### src/rtl/down_sched_pkg.sv
// Shared types and helpers for the down-counter scheduler.
// Contents: state enum, default sizes, round-robin first-set search.
package down_sched_pkg;

    localparam int unsigned DEF_NREQ  = 4;
    localparam int unsigned DEF_WIDTH = 4;

    // The search works on a fixed 8-bit vector so one function serves every NREQ.
    localparam int unsigned RR_MAX   = 8;
    localparam int unsigned RR_PTR_W = 3;

    typedef enum logic [1:0] {
        IDLE  = 2'd0,
        COUNT = 2'd1,
        DONE  = 2'd2
    } state_e;

    // First set bit of req at or above ptr, wrapping modulo n.
    function automatic logic [RR_PTR_W-1:0] rr_first(
        input logic [RR_MAX-1:0]   req,
        input logic [RR_PTR_W-1:0] ptr,
        input int unsigned         n
    );
        logic [RR_PTR_W-1:0] win;
        logic                found;
        int unsigned         idx;
        win   = '0;
        found = 1'b0;
        for (int unsigned i = 0; i < RR_MAX; i++) begin
            idx = (32'(ptr) + i) % n;
            if (!found && (i < n) && req[idx[RR_PTR_W-1:0]]) begin
                win   = idx[RR_PTR_W-1:0];
                found = 1'b1;
            end
        end
        return win;
    endfunction

endpackage

### src/rtl/down_load_counter.sv
// Loadable down counter that saturates at zero.
// Ports: clk, rst (async, active-high), load (loads load_val, wins over en),
//        en (decrement), q (current value).
module down_load_counter #(
    parameter int unsigned WIDTH = 4
) (
    input  logic             clk,
    input  logic             rst,
    input  logic             load,
    input  logic [WIDTH-1:0] load_val,
    input  logic             en,
    output logic [WIDTH-1:0] q
);

    logic [WIDTH-1:0] q_q;
    logic [WIDTH-1:0] q_d;

    // Next value: load, saturating decrement, or hold.
    always_comb begin
        q_d = q_q;
        if (load) begin
            q_d = load_val;
        end else if (en && (q_q != '0)) begin
            q_d = q_q - WIDTH'(1);
        end
    end

    always_ff @(posedge clk or posedge rst) begin
        if (rst) begin
            q_q <= '0;
        end else begin
            q_q <= q_d;
        end
    end

    assign q = q_q;

endmodule

### src/rtl/down_timer_sched.sv
// Round-robin scheduler sharing one down counter among NREQ requesters.
// Ports: clk, rst (async, active-high), req (per-requester level),
//        load_val (per-requester countdown, slice i*WIDTH +: WIDTH),
//        grant (one-hot owner), busy (owned), count (counter value),
//        done (one-cycle completion pulse to the owner).
module down_timer_sched
    import down_sched_pkg::*;
#(
    parameter int unsigned NREQ  = DEF_NREQ,
    parameter int unsigned WIDTH = DEF_WIDTH
) (
    input  logic                  clk,
    input  logic                  rst,
    input  logic [NREQ-1:0]       req,
    input  logic [NREQ*WIDTH-1:0] load_val,
    output logic [NREQ-1:0]       grant,
    output logic                  busy,
    output logic [WIDTH-1:0]      count,
    output logic [NREQ-1:0]       done
);

    localparam int unsigned PTR_W = RR_PTR_W;

    state_e            state_q, state_d;
    logic [PTR_W-1:0]  ptr_q, ptr_d;
    logic [PTR_W-1:0]  owner_q, owner_d;
    logic [NREQ-1:0]   grant_q, grant_d;
    logic [NREQ-1:0]   done_q, done_d;
    logic              busy_q, busy_d;
    logic [PTR_W-1:0]  win;
    logic [WIDTH-1:0]  sel_val;
    logic [WIDTH-1:0]  cnt_q;
    logic              cnt_load;
    logic              cnt_en;
    logic [RR_MAX-1:0] req_ext;
    logic              any_req;
    logic              owner_req;
    logic              cnt_zero;

    assign req_ext   = RR_MAX'(req);
    assign any_req   = (req != '0);
    assign owner_req = req_ext[owner_q];
    assign cnt_zero  = (cnt_q == '0);
    assign win       = rr_first(req_ext, ptr_q, NREQ);

    // Countdown value of the arbitration winner.
    always_comb begin
        sel_val = '0;
        for (int unsigned i = 0; i < NREQ; i++) begin
            if (win == PTR_W'(i)) begin
                sel_val = load_val[i*WIDTH +: WIDTH];
            end
        end
    end

    // State register.
    always_ff @(posedge clk or posedge rst) begin
        if (rst) begin
            state_q <= IDLE;
        end else begin
            state_q <= state_d;
        end
    end

    // Next state; abandonment takes priority over reaching zero.
    always_comb begin
        state_d = state_q;
        case (state_q)
            IDLE:    if (any_req) state_d = COUNT;
            COUNT: begin
                if (!owner_req) begin
                    state_d = IDLE;
                end else if (cnt_zero) begin
                    state_d = DONE;
                end
            end
            DONE:    state_d = IDLE;
            default: state_d = IDLE;
        endcase
    end

    // Output / datapath control; results are registered below.
    always_comb begin
        grant_d  = grant_q;
        done_d   = '0;
        busy_d   = (state_d != IDLE);
        ptr_d    = ptr_q;
        owner_d  = owner_q;
        cnt_load = 1'b0;
        cnt_en   = 1'b0;
        case (state_q)
            IDLE: begin
                if (any_req) begin
                    grant_d  = NREQ'(1) << win;
                    owner_d  = win;
                    ptr_d    = PTR_W'((32'(win) + 32'd1) % NREQ);
                    cnt_load = 1'b1;
                end
            end
            COUNT: begin
                if (!owner_req) begin
                    grant_d = '0;
                end else if (cnt_zero) begin
                    done_d = NREQ'(1) << owner_q;
                end else begin
                    cnt_en = 1'b1;
                end
            end
            DONE:    grant_d = '0;
            default: grant_d = '0;
        endcase
    end

    always_ff @(posedge clk or posedge rst) begin
        if (rst) begin
            grant_q <= '0;
            done_q  <= '0;
            busy_q  <= 1'b0;
            ptr_q   <= '0;
            owner_q <= '0;
        end else begin
            grant_q <= grant_d;
            done_q  <= done_d;
            busy_q  <= busy_d;
            ptr_q   <= ptr_d;
            owner_q <= owner_d;
        end
    end

    down_load_counter #(
        .WIDTH (WIDTH)
    ) u_counter (
        .clk      (clk),
        .rst      (rst),
        .load     (cnt_load),
        .load_val (sel_val),
        .en       (cnt_en),
        .q        (cnt_q)
    );

    assign grant = grant_q;
    assign done  = done_q;
    assign busy  = busy_q;
    assign count = cnt_q;

endmodule

### config.mk
export PLATFORM = sky130hd
export DESIGN_NAME = down_timer_sched
export DESIGN_NICKNAME = d
export VERILOG_FILES = /design/src/rtl/down_sched_pkg.sv /design/src/rtl/down_load_counter.sv /design/src/rtl/down_timer_sched.sv
export SDC_FILE = /design/constraint.sdc
export NUM_CORES = 1
export LEC_CHECK = 0
export CAP_MARGIN = 20
export CORE_MARGIN = 2
export CORE_UTILIZATION = 45
export DETAILED_ROUTE_END_ITERATION = 10
export PLACE_DENSITY = 0.74
export SLEW_MARGIN = 10
export SYNTH_ARGS = -nofsm -noshare
export SYNTH_HDL_FRONTEND = slang
export SYNTH_HIERARCHICAL = 1
export SYNTH_SLANG_ARGS = --single-unit
### constraint.sdc
create_clock -name clk -period 2.8 [get_ports clk]
set_input_delay 0.56 -clock clk [delete_from_list [all_inputs] [get_ports clk]]
set_output_delay 0.56 -clock clk [all_outputs]
set_load 0.02 [all_outputs]
==> metrics.txt, run 1 <==
Synth area leader dfrtp_1; Inst Count DP 191; CP Data Required Time 2990 ps; Final Skew 5.15 ps; first-pass GRT wire length between 4000 and 5000 µm; Clk network pwr share 8.9%; Hold Vio Cnt, Final 0; Worst Setup Start Kind primary input; worst reg2reg path depth 11; syn nets about 150; Final Non-Filler Cells a little under 200; Synth async-reset ratio 100%; Die Wd between 50 and 60 µm; vias about 1100; DRT Wirelength 2730 µm; max incr delay on CP 560 ps; total power about 1.6 mW; ys flop type dfrtp_1; Post-DP HPWL 2110 µm; clock latency on the worst-skew pair 300 ps; Synth Instances 125; Die ar. ~0.0029 mm²; DP Area approximately 0.0015 mm²; gr usage total 21.9%; Synth top area share a little over two fifths; post-synthesis xor/xnor area fraction 0%; Worst Tran Pin Value 610 ps; number of DRC markers in iteration 0 18; yosys warns 6; status complete, no violations; CTS sink cnt 19; number of global-route vias before repair 1058; top cells by count, synth dfrtp_1 (19), nand2_1 (19), a21oi_1 (13); CP bufs+invs 2; clk root buf clkbuf_4; Mapped Area 0.00110 mm²; GP Congestion 0.829; Worst R2R Start ptr_q[1]; crit end category flip-flop; CP max-delay cell clkdlybuf4s50_1; Clock Pin Slew Worst Setup and Hold Paths 110 ps; sw frac 44.4%; Ports 35; grt total ovfl 0; RSZ-0062 raised after global routing no; CTS tree built; top cells by area, synth dfrtp_1 (43%), nand2_1 (6.5%), a21oi_1 (5.9%); Setup violations, final 0; TNS Setup 0 ps; P per Cell Area 1010 mW/mm²; row cnt 17; Post-CTS Resized 0; Worst R2R End u_counter/q[3]; adder-cell share of the synthesized area about 5.7%; Top Family by Delay on Critical Path compound AO/OA/AOI/OAI gates; EDFF count, synth 0; fmax 396 MHz; Lkg Pwr between 0.6 and 0.7 nW; Seq cells post-synth 19; ratio of cells with drive above 1 in the final layout 7.78%; worst-path maximum fanout 6; nets around 200; DRT Pass-1 Iters 4; R2R Setup Slk 580 ps; crit path time final 2520 ps; worst-path cell chain clkdlybuf4s50_1 > a21oi_1 > o21a_1 > o22ai_1 > inv_1 > ha_1 > a21oi_1 > o21ai_0 > a221o_1; starting density of the core 48.7%; Max-Cap Viols 0; Pint 865 µW; Rel. slew slack between 50% and 60%; Synth cell types 33; Simple-Gate Fraction of Synth Area ~25%; deepest clock path buffer count 2; number of routed nets with antenna violations 0; largest net degree at the start of global routing 16; most frequent CP cell a21oi_1; Comb power frac about three fifths; n_diodes 0; sequential area share after synthesis between 40% and 50%; setup bufs post-CTS 0; NetSw between 600 and 700 µW; critical path class primary input to flip-flop; compound-gate portion of the synthesized area 17.5%; Slew Viols, Final 0; Post-CTS Hold Buffers 0; HP Class primary input to async pin; Vias/cell 5.59; period utilization 90.2%; routed len/inst around 14 µm; Port Buffer Count 34; CP startpoint req[0]; Critical Path AT approximately 2700 ps; Core Area 0.00225 mm²; Worst VDD drop approximately 0.58 mV; main combinational cell family by area after synthesis simple AND/OR/NAND/NOR gates; P&R area growth vs syn 39.6%; Avg Inst Size Synth 8.79 µm²; CTS Buf Count 3; die height around 53 µm; CTS H-tree depth 1; mux cell area share after synthesis 2.96%; DRC 0; antenna violations before repair 0; design area 0.00153 mm²; Sequential Power Share roughly a third
[how the worst max path moves through the flow]
stage	to	slack, ps	cells after the start
global route	u_counter/q[1]	120	12
finish	u_counter/q[3]	280	9
detailed placement	u_counter/q[3]	-5	9
floorplan	u_counter/q[3]	560	10
CTS	u_counter/q[3]	310	9
global placement	u_counter/q[1]	90	12
[layout by cell type, fill, tap and decap left out]
cell type and n:
a22o_1 4, mux2_2 1, mux2i_1 1, a31oi_1 1, a221o_1 1, or3_1 1
inv_1 10, nand3b_1 5, nor2_1 6, clkbuf_1 1, nand3_1 1, or2_1 1
nor2b_1 1, inv_2 1, nor3_1 4, buf_4 7, mux2_1 1, ha_1 5
or4_1 2, and4b_1 1, a21oi_1 13, dfrtp_1 19, o22ai_1 1, nand2b_1 2
o211ai_1 1, o21a_1 1, clkbuf_4 3, nor4b_2 1, o21ai_0 8, nand2_1 19
nor4_1 4, nor3b_1 3, o21ai_1 3, clkdlybuf4s50_1 34
[sequential cells by signal (all words and copies together) (netlist names)]
signal / cells
state_q: 2
u_counter/q: 4
grant: 4
ptr_q: 2
owner_q: 2
busy: 1
done: 4
[metal layers]
metal / track usage (%) / vias to the layer above / share of wire, %
met5: 0 / - / 0
met4: 10.7 / 0 / 2.3
met3: 3.11 / 6 / 4.8
met2: 40.3 / 46 / 52
met1: 24.2 / 515 / 41
li1: - / 524 / -
[worst reg2reg max path: cells and delay by family, from the launching register on]
kind / cells / cell delay (ps)
AND/OR/NAND/NOR: 3 / 330
flip-flops: 1 / 470
buffers and inverters: 2 / 220
adder cells (fa/ha/maj): 1 / 250
multiplexers: 1 / 220
AO/OA/AOI/OAI: 4 / 620
[area by class of cell]
type                       count  area (µm²)
tap                           28        35.0
sequential                    19         475
fill                         215         721
clock buffer                   4        26.3
timing repair buffer          41         393
multi-input combinational     92         563
inverter                      11        41.3
[per-stage QoR]
step / hold WS (ps) / util [%] / setup slack, ps
detailed placement: 480 / 66.9 / -4.68
global placement: 487 / 66.9 / 88.8
CTS: 471 / 68.0 / 312
floorplan: 326 / - / 560
finish: 468 / 68.0 / 275
global route: 473 / 68.0 / 123
[power by group through the flow]
| stage | Sequential (mW) | Clock (mW) | Combinational (mW) |
|---|---|---|---|
| after CTS | 0.498 | 0.140 | 0.918 |
| final | 0.499 | 0.139 | 0.917 |
| after global placement | 0.493 | 0 | 0.887 |
| after global routing | 0.519 | 0.156 | 1.01 |
| after floorplan | 0.560 | 0 | 0.496 |
| after detailed placement | 0.504 | 0 | 0.907 |
[kinds of logic after synthesis]
logic type / count (synthesis)
AO/OA/AOI/OAI: 33
adder cells (fa/ha/maj): 5
buffers and inverters: 14
flip-flops: 19
multiplexers: 3
AND/OR/NAND/NOR: 51
Note: power is estimated with default switching activity, not from simulation.
==> run 2: changes to the inputs <==
==> constraint.sdc (replaced) <==
create_clock -name clk -period 2.86 [get_ports clk]
set_input_delay 0.572 -clock clk [delete_from_list [all_inputs] [get_ports clk]]
set_output_delay 0.572 -clock clk [all_outputs]
set_load 0.02 [all_outputs]
==> metrics.txt, run 2 (same netlist as run 1, synthesis figures left out) <==
Die ar. 0.00285 mm²; ratio of cells with drive above 1 in the final layout 7.23%; CP bufs+invs 2; Worst VDD drop 0.650 mV; Final Non-Filler Cells 194; number of global-route vias before repair just under 1000; largest net degree at the start of global routing 16; row cnt 17; grt total ovfl 0; Finished Core Util 67.7%; Port Buffer Count 34; TNS Setup 0 ps; CTS Buf Count 3; Clock Pin Slew Worst Setup and Hold Paths 110 ps; Die Wd 53.4 µm; clk root buf clkbuf_4; worst-path cell chain clkdlybuf4s50_1 > a21oi_1 > o21a_1 > o22ai_1 > inv_1 > ha_1 > a21oi_1 > o21ai_0 > a221o_1; DRT Wirelength about 2500 µm; GRT met2 Usage approximately a third; Post-DP HPWL 1960 µm; GP Congestion 0.833; routed len/inst ~13 µm; RSZ-0062 raised after global routing no; fmax ~400 MHz; antenna violations before repair 0; Worst R2R Start ptr_q[1]; met1 Use GR 25.3%; Post-CTS Resized 0; CP max-delay cell clkdlybuf4s50_1; final hold slack 474 ps; Vias/cell 5.53; Slew Viols, Final 0; DP Area 0.00150 mm²; most frequent cells in the layout clkdlybuf4s50_1 (34), nand2_1 (19), dfrtp_1 (19), a21oi_1 (13), inv_1 (10); Inst Count DP 190; max incr delay on CP 560 ps; nets 194; deepest clock path buffer count 2; number of routed nets with antenna violations 0; R2R Setup Slk 660 ps; vias ~1100; number of DRC markers in iteration 0 31; Final Skew 8.40 ps; design area ~0.0015 mm²; Worst R2R End u_counter/q[3]; Max-Cap Viols 0; Post-CTS Hold Buffers 0; clock latency on the worst-skew pair 300 ps; gr usage total 20.3%; Worst Setup Start Kind primary input; Ports 35; most frequent CP cell a21oi_1; Worst Tran Pin Value between 500 and 600 ps; n_diodes 0; P&R area growth vs syn 39.0%; Lkg Pwr 0.662 nW; period utilization 87.1%; Critical Path AT ~2700 ps; setup bufs post-CTS 0; CTS H-tree depth 1; HP Class primary input to async pin; CTS sink cnt 19; CP Data Required Time 3050 ps; die height 53.4 µm; CTS tree built; first-pass GRT wire length approximately 4200 µm; crit path time final 2490 ps; busiest grt layer met2; most common cell after layout, fill and taps aside clkdlybuf4s50_1; Core Area 0.00225 mm²; starting density of the core 48.7%; crit end category flip-flop; routing usage on met3 3.11%; Hold Vio Cnt, Final 0; Top Family by Delay on Critical Path compound AO/OA/AOI/OAI gates; status complete, no violations; critical path class primary input to flip-flop; P per Cell Area 982 mW/mm²; worst-path maximum fanout 9; Rel. slew slack 61.5%; Setup violations, final 0; fillcell total around 190; DRC 0; worst reg2reg path depth 11; DRT Pass-1 Iters 5
[run 2: per-stage QoR]
step / power (mW) / worst slack [ps]
after global placement: 1.34 / 151
after CTS: 1.50 / 386
after global routing: 1.64 / 197
after floorplan: 1.03 / 608
final: 1.50 / 368
after detailed placement: 1.36 / 70.0
[run 2: how the worst max path moves through the flow]
| stage | start | end | slack, ps | depth (start not counted) |
|---|---|---|---|---|
| 3_3_place_gp | req[0] | u_counter/q[3] | 150 | 9 |
| 4_1_cts | req[0] | u_counter/q[3] | 390 | 9 |
| 3_5_place_dp | req[0] | u_counter/q[3] | 70 | 9 |
| 2_1_floorplan | req[2] | u_counter/q[3] | 610 | 10 |
| 5_1_grt | req[0] | u_counter/q[3] | 200 | 9 |
| 6_report | req[0] | u_counter/q[3] | 370 | 9 |
[run 2: routing by layer]
metal  wire length, µm  part of all wire, %
met5                 0                    0
met4                39                  1.5
met3               108                  4.3
met2              1250                   50
met1              1130                   45
[run 2: area by class of cell]
cell class	count	area [µm²]	area share [%]
Sequential cell	19	475	31.1
Clock buffer	4	26.3	1.72
Inverter	11	41.3	2.70
Tap cell	28	35.0	2.30
Multi-Input combinational cell	92	563	36.9
Timing Repair Buffer	40	385	25.2
[run 2: worst reg2reg max path, delay by kind of cell (launching register included)]
kind            cells  cell delay (ps)
buf+inv             2              220
fa+ha+maj           1              250
flops               1              460
compound gates      4              620
simple gates        3              340
mux                 1              200
[run 2: where the power goes]
part | internal (mW) | switching [mW]
combinational | 0.412 | 0.467
clock | 0.0543 | 0.0845
sequential | 0.376 | 0.106
total | 0.842 | 0.657
==> run 3: changes to the inputs <==
--- a/config.mk
+++ b/config.mk
@@ -10,6 +10,7 @@
 export CORE_UTILIZATION = 45
 export DETAILED_ROUTE_END_ITERATION = 10
 export PLACE_DENSITY = 0.74
+export SETUP_SLACK_MARGIN = 0.5
 export SLEW_MARGIN = 10
 export SYNTH_ARGS = -nofsm -noshare
 export SYNTH_HDL_FRONTEND = slang
==> metrics.txt, run 3 (same netlist as run 1, synthesis figures left out) <==
critical path class primary input to flip-flop; Post-DP HPWL between 1500 and 2000 µm; P&R area growth vs syn 39.5%; row cnt 17; CTS tree built; worst-path maximum fanout 6; setup bufs post-CTS 0; Ports 35; RSZ-0062 raised after global routing no; R2R Setup Slk 690 ps; CP Data Required Time 3060 ps; Lkg Pwr 0.678 nW; CTS Buf Count 3; CP max-delay cell a221o_1; most common cell after layout, fill and taps aside clkdlybuf4s50_1; DRC 0; Slew Viols, Final 0; clk root buf clkbuf_4; Post-CTS Hold Buffers 0; most frequent CP cell a21oi_1; CTS H-tree depth 1; deepest clock path buffer count 2; fmax roughly 450 MHz; clock latency on the worst-skew pair 300 ps; status complete, no violations; most frequent cells in the layout clkdlybuf4s50_1 (30), nand2_1 (19), dfrtp_1 (18), a21oi_1 (13), inv_1 (10); worst slack at placement 70.0 ps; Die Wd ~53 µm; Top Family by Delay on Critical Path compound AO/OA/AOI/OAI gates; ratio of cells with drive above 1 in the final layout about 8.4%; post-route setup slack between 600 and 700 ps; CTS sink cnt 19; fillcell total 193; number of DRC markers in iteration 0 31; max incr delay on CP approximately 350 ps; number of routed nets with antenna violations 0; number of global-route vias before repair 980; DRT Wirelength 2570 µm; largest net degree at the start of global routing 16; DRT Pass-1 Iters 4; Final Skew 10.5 ps; die height 53.4 µm; HP Class primary input to async pin; Worst VDD drop 0.682 mV; Port Buffer Count 34; P per Cell Area 982 mW/mm²; grt total ovfl 0; n_diodes 0; Core Area 0.00225 mm²; Vias/cell 5.52; Rel. slew slack 58.8%; first-pass GRT wire length 4240 µm; CP bufs+invs 3; final hold slack 472 ps; starting density of the core roughly 49%; Critical Path AT 2440 ps; period utilization 78.5%; nets 194; worst-path cell chain dlygate4sd2_1 > mux2i_1 > nor2_1 > nor3_1 > buf_4 > inv_1 > ha_1 > nand3b_1 > a21oi_1 > a21oi_1 > o21ai_0 > a221o_1; Hold Vio Cnt, Final 0; Die ar. 0.00285 mm²; Post-CTS Resized 4; antenna violations before repair 0; Stages on worst setup path 12; Worst Tran Pin Value about 610 ps; Worst Setup Start Kind primary input; Max-Cap Viols 0; vias 1070; Setup violations, final 0; crit path time final 2250 ps; gr usage total 20.5%; worst reg2reg path depth 11; crit end category flip-flop; Clock Pin Slew Worst Setup and Hold Paths 120 ps; GP Congestion 0.833; routed len/inst 13.2 µm; TNS Setup 0 ps
[run 3: cell count changes in the layout (fill, tap and decap cells not counted)]
cell	before	now
clkdlybuf4s50_1	34	30
dlygate4sd2_1	0	3
dfrtp_1	19	18
dfrtp_2	0	1
dlymetal6s2s_1	0	1
o22ai_1	1	0
o22ai_2	0	1
[run 3: per-layer routing]
layer  global-route usage, %  wire length (µm)  vias up
met4                    8.55                39        0
li1                        -                 -      525
met3                    3.11               131        4
met1                    25.6              1120      499
met2                    34.8              1280       42
met5                       0                 0        -
[run 3: layout make-up]
| class | count | area, µm² | share of cell area [%] |
|---|---|---|---|
| clock buffer | 4 | 26.3 | 1.71 |
| tap | 28 | 35.0 | 2.29 |
| sequential | 19 | 477 | 31.1 |
| inverter | 11 | 41.3 | 2.69 |
| multi-input combinational | 92 | 569 | 37.1 |
| timing repair buffer | 40 | 384 | 25.1 |
[run 3: worst paths after layout]
check / to / start
hold reg to reg: grant[1] / grant[1]
max in group asynchronous: ptr_q[1] / rst
setup reg to reg: u_counter/q[3] / ptr_q[1]
hold / removal: u_counter/q[1] / rst
setup / recovery: u_counter/q[3] / req[0]
min in group clk: grant[1] / grant[1]
[run 3: through the flow]
stage / instance area [µm²] / utilization, % / power, mW / cells
final: 1530 / 68.0 / 1.50 / 194
after detailed placement: 1500 / 66.5 / 1.36 / 190
after global placement: 1500 / 66.5 / 1.34 / 190
after CTS: 1530 / 67.8 / 1.50 / 194
after global routing: 1530 / 68.0 / 1.64 / 194
after floorplan: 1100 / - / 1.03 / 125
[run 3: power by group]
group / switching, mW / internal [mW]
Combinational: 0.469 / 0.412
Sequential: 0.108 / 0.377
Clock: 0.0843 / 0.0543
Total: 0.661 / 0.844
